`src/rtl/seq_pkg.sv`:
```
// Shared state encoding and preamble length for the serial pattern transmitter.
package seq_pkg;

    typedef enum logic [1:0] {
        IDLE  = 2'd0,
        PRE   = 2'd1,
        SHIFT = 2'd2,
        GAP   = 2'd3
    } state_t;

    localparam int PRE_LEN = 2;

endpackage

```
`src/rtl/seq_pattern_tx.sv`:
```
// Serial pattern transmitter: accepts a word in IDLE, shifts it out MSB first, then idles GAP_LEN cycles.
// Optional preamble of PRE_LEN ones before the data, enabled by defining SEQ_TX_PREAMBLE_EN.
module seq_pattern_tx
    import seq_pkg::*;
#(
    parameter int WIDTH   = 8,
    parameter int GAP_LEN = 1
) (
    input  logic             clk,
    input  logic             rst,
    input  logic             load_valid,
    input  logic [WIDTH-1:0] load_data,
    output logic             load_ready,
    output logic             serout,
    output logic             ser_valid,
    output logic             done,
    output logic [1:0]       ps
);

    localparam int CW = $clog2(WIDTH);

    state_t           state, nxt;
    logic [WIDTH-1:0] shreg;
    logic [CW-1:0]    cnt;
    logic [3:0]       gap_cnt;
    logic             accept;

`ifdef SEQ_TX_PREAMBLE_EN
    localparam int PW = $clog2(PRE_LEN);
    logic [PW-1:0] pre_cnt;
`endif

    assign load_ready = (state == IDLE);
    assign accept     = load_valid && load_ready;
    assign done       = (state == GAP) && (gap_cnt == 4'd0);
    assign ps         = state;

    always_comb begin
        nxt = state;
        case (state)
            IDLE: begin
                if (accept) begin
`ifdef SEQ_TX_PREAMBLE_EN
                    nxt = PRE;
`else
                    nxt = SHIFT;
`endif
                end
            end
            PRE: begin
`ifdef SEQ_TX_PREAMBLE_EN
                if (pre_cnt == '0) nxt = SHIFT;
`else
                nxt = IDLE;
`endif
            end
            SHIFT: if (cnt == '0) nxt = GAP;
            GAP:   if (gap_cnt == 4'd0) nxt = IDLE;
            default: nxt = IDLE;
        endcase
    end

    // serout is registered, so each branch loads the bit shown in the following cycle
    always_ff @(posedge clk) begin
        if (rst) begin
            state     <= IDLE;
            shreg     <= '0;
            cnt       <= '0;
            gap_cnt   <= '0;
            serout    <= 1'b0;
            ser_valid <= 1'b0;
`ifdef SEQ_TX_PREAMBLE_EN
            pre_cnt   <= '0;
`endif
        end else begin
            state <= nxt;
            case (state)
                IDLE: begin
                    if (accept) begin
                        cnt       <= CW'(WIDTH - 1);
                        ser_valid <= 1'b1;
`ifdef SEQ_TX_PREAMBLE_EN
                        shreg     <= load_data;
                        serout    <= 1'b1;
                        pre_cnt   <= PW'(PRE_LEN - 1);
`else
                        shreg     <= {load_data[WIDTH-2:0], 1'b0};
                        serout    <= load_data[WIDTH-1];
`endif
                    end
                end
                PRE: begin
`ifdef SEQ_TX_PREAMBLE_EN
                    if (pre_cnt == '0) begin
                        serout <= shreg[WIDTH-1];
                        shreg  <= {shreg[WIDTH-2:0], 1'b0};
                    end else begin
                        pre_cnt <= pre_cnt - 1'b1;
                    end
`endif
                end
                SHIFT: begin
                    if (cnt == '0) begin
                        serout    <= 1'b0;
                        ser_valid <= 1'b0;
                        gap_cnt   <= 4'(GAP_LEN - 1);
                    end else begin
                        serout <= shreg[WIDTH-1];
                        shreg  <= {shreg[WIDTH-2:0], 1'b0};
                        cnt    <= cnt - 1'b1;
                    end
                end
                GAP: begin
                    if (gap_cnt != 4'd0) gap_cnt <= gap_cnt - 4'd1;
                end
                default: ;
            endcase
        end
    end

endmodule

```
`config.mk`:
```
export PLATFORM = sky130hd
export DESIGN_NAME = seq_pattern_tx
export DESIGN_NICKNAME = d
export VERILOG_FILES = /design/src/rtl/seq_pkg.sv /design/src/rtl/seq_pattern_tx.sv
export SDC_FILE = /design/constraint.sdc
export NUM_CORES = 1
export LEC_CHECK = 0
export CAP_MARGIN = 20
export CORE_ASPECT_RATIO = 1.1
export CORE_UTILIZATION = 50
export DETAILED_ROUTE_END_ITERATION = 16
export PLACE_DENSITY = 0.74
export SLEW_MARGIN = 15
export SYNTH_ARGS = -nofsm -noshare
export SYNTH_HDL_FRONTEND = slang
export SYNTH_SLANG_ARGS = --single-unit
```
`constraint.sdc`:
```
create_clock -name clk -period 1.83 [get_ports clk]
set_input_delay 0.366 -clock clk [delete_from_list [all_inputs] [get_ports clk]]
set_output_delay 0.366 -clock clk [all_outputs]
set_load 0.05 [all_outputs]
```
==> metrics.txt <==
failing checks DRC; clock tree buffer depth 2; kind of critical path reg -> out; vias in the first global route 723; Die Footprint 2080 um^2; CP Max Fanout 3; detailed placer's ending HPWL 1430 um; Starting Density 53.4%; final clock skew 2.41 ps; # clock sinks 18; routed len/inst 14.3 um; area grow syn2layout 27.8%; period utilisation layout 94.3%; net total in the final layout 136; Antenna Cells 0; Die Ht 47.7 um; CTS tree built; Final Util 68.2%; setup slack after layout 104 ps; placed cells 133; Clk Tree Root Cell clkbuf_4; actual slew at the worst max-slew pin 543 ps; pwr dens 777 nW/um^2; Core Region 1780 um^2; number of flops mapped to enable cells by yosys 0; Mapped Cells 102; CTS H-tree depth 1; CP endpoint kind primary output; commonest non-fill, non-tap cell in the layout a21oi_1; Via-to-Cell Ratio 5.91; hold-fix buffers at CTS 0; I/O pin count 17; Site Rows 16; leakage 0.513 nW; CP arrival 1360 ps; hold slack final 461 ps; fin crit period 1730 ps; Main synth FF type dfxtp_1; Die Width 43.6 um; Worst slew margin 63.7%; HP Class reg -> reg; Residual DRC 4; Pins Over Slew Limit 0; Clock Latency Late Sink 300 ps; commonest non-fill, non-tap cells in the layout 15 x a21oi_1, 14 x dfxtp_1, 10 x clkdlybuf4s50_1; total CTS buffers 3; Vias 821; layout cell share with drive strength beyond 1 25.6%; Ys Warns 0; Required @ worst endpoint 1460 ps; initial antenna violation count 0; RSZ-0062 raised after global routing no; DRT antenna net count 0; element type at the critical path start flip-flop; syn_area_per_cell 9.32 um^2; Setup Viol. Count Final 0; register area share after synthesis 37.9%; DRT Pass-1 Iters 10; number of max-cap violations 0; Buffers on Ports 16; ys async rst share 0%; CTS clk-pin slew, worst paths 100 ps; post-synthesis cell type count 34; status finished with violations; Worst VDD drop 450 uV; initial DRC count 16; grt ovf 0; Post-Syn Area 951 um^2; first-pass GRT wire length 3130 um; setup total negative slack 0 ps; WL final 1990 um; Synth Register Bits 18; Max Freq 579 MHz; largest net degree at the start of global routing 12; Hold Fails Final Rpt 0; Total GRT Usage 21.3%; Finished Layout Cells 139; dpl ws 147 ps; Final Wtd Congestion 0.743; Synth Net Count 116
## path summary, 6_finish.rpt
path	startpoint	slack, ps	cells past startpoint	endpoint
setup / recovery	gap_cnt[0]	100	5	done
hold / removal	ser_valid	460	2	ser_valid
setup reg to reg	cnt[0]	370	5	gap_cnt[3]
hold reg to reg	ser_valid	460	2	ser_valid
## logic make-up after synthesis
family / Yosys count / share of synthesized area [%]
mux: 7 / 7.37
compound gates: 34 / 24.6
simple gates: 26 / 17.5
buf+inv: 14 / 8.68
fa+ha+maj: 3 / 3.95
flops: 18 / 37.9
## metal layers
metal  vias up  wire length, um  part of all wire, %  GRT usage, %
li1        415                -                    -             -
met3         2               62                  3.1          5.66
met4         0               14                 0.70          13.1
met5         -                0                    0             0
met2        16              976                   49          33.4
met1       388              934                   47          26.6
## power by group
group          switching, mW  internal, mW
Sequential            0.0277         0.428
Clock                  0.124         0.121
Combinational          0.133         0.110
## area by class of cell
cell class | count | area [um^2]
Clock buffer | 4 | 36.3
Fill cell | 152 | 567
Inverter | 7 | 26.3
Multi-Input combinational cell | 70 | 542
Sequential cell | 18 | 368
Tap cell | 18 | 22.5
Timing Repair Buffer | 22 | 220
## repair_timing
action | CTS | global route
setup endpoints to repair | 1 | 2
hold endpoints to repair | 0 | 0
gates resized for setup | 3 | 8
buffers inserted | 1 | 1
pin swaps | 0 | 0
## sequential cells by signal, summed over array words and instances, names as in the netlist
register,count
gap_cnt,4
cnt,3
shreg,7
serout,1
ps,2
ser_valid,1
## critical path, cell delays in order (launching register included)
cell and delay (ps):
dfxtp_2 340, inv_2 60, ha_4 130, nor2b_4 140, nor3b_4 230, buf_12 160
## metrics by stage
stage	total power [mW]	instance area [um^2]
2_1_floorplan	0.640	965
3_3_place_gp	0.699	1130
3_5_place_dp	0.708	1130
4_1_cts	0.954	1190
5_1_grt	1.01	1210
6_report	0.944	1210
## cells in the mapped netlist, drive strengths merged, types with 2 or more instances
master   n  share of area [%]
nor3b    2                1.6
ha       3                3.9
or3      4                2.6
a211oi   7                5.5
mux2i    7                7.4
a21oi   15                7.9
a31oi    2                1.3
o211ai   2                1.6
nand2    3                1.2
inv      7                2.8
nor2b    2                1.3
nor2     2               0.79
nand3    2                1.1
buf      6                5.5
dfxtp   18                 38
nand2b   4                2.6
Power figures use the tool's default switching activity.
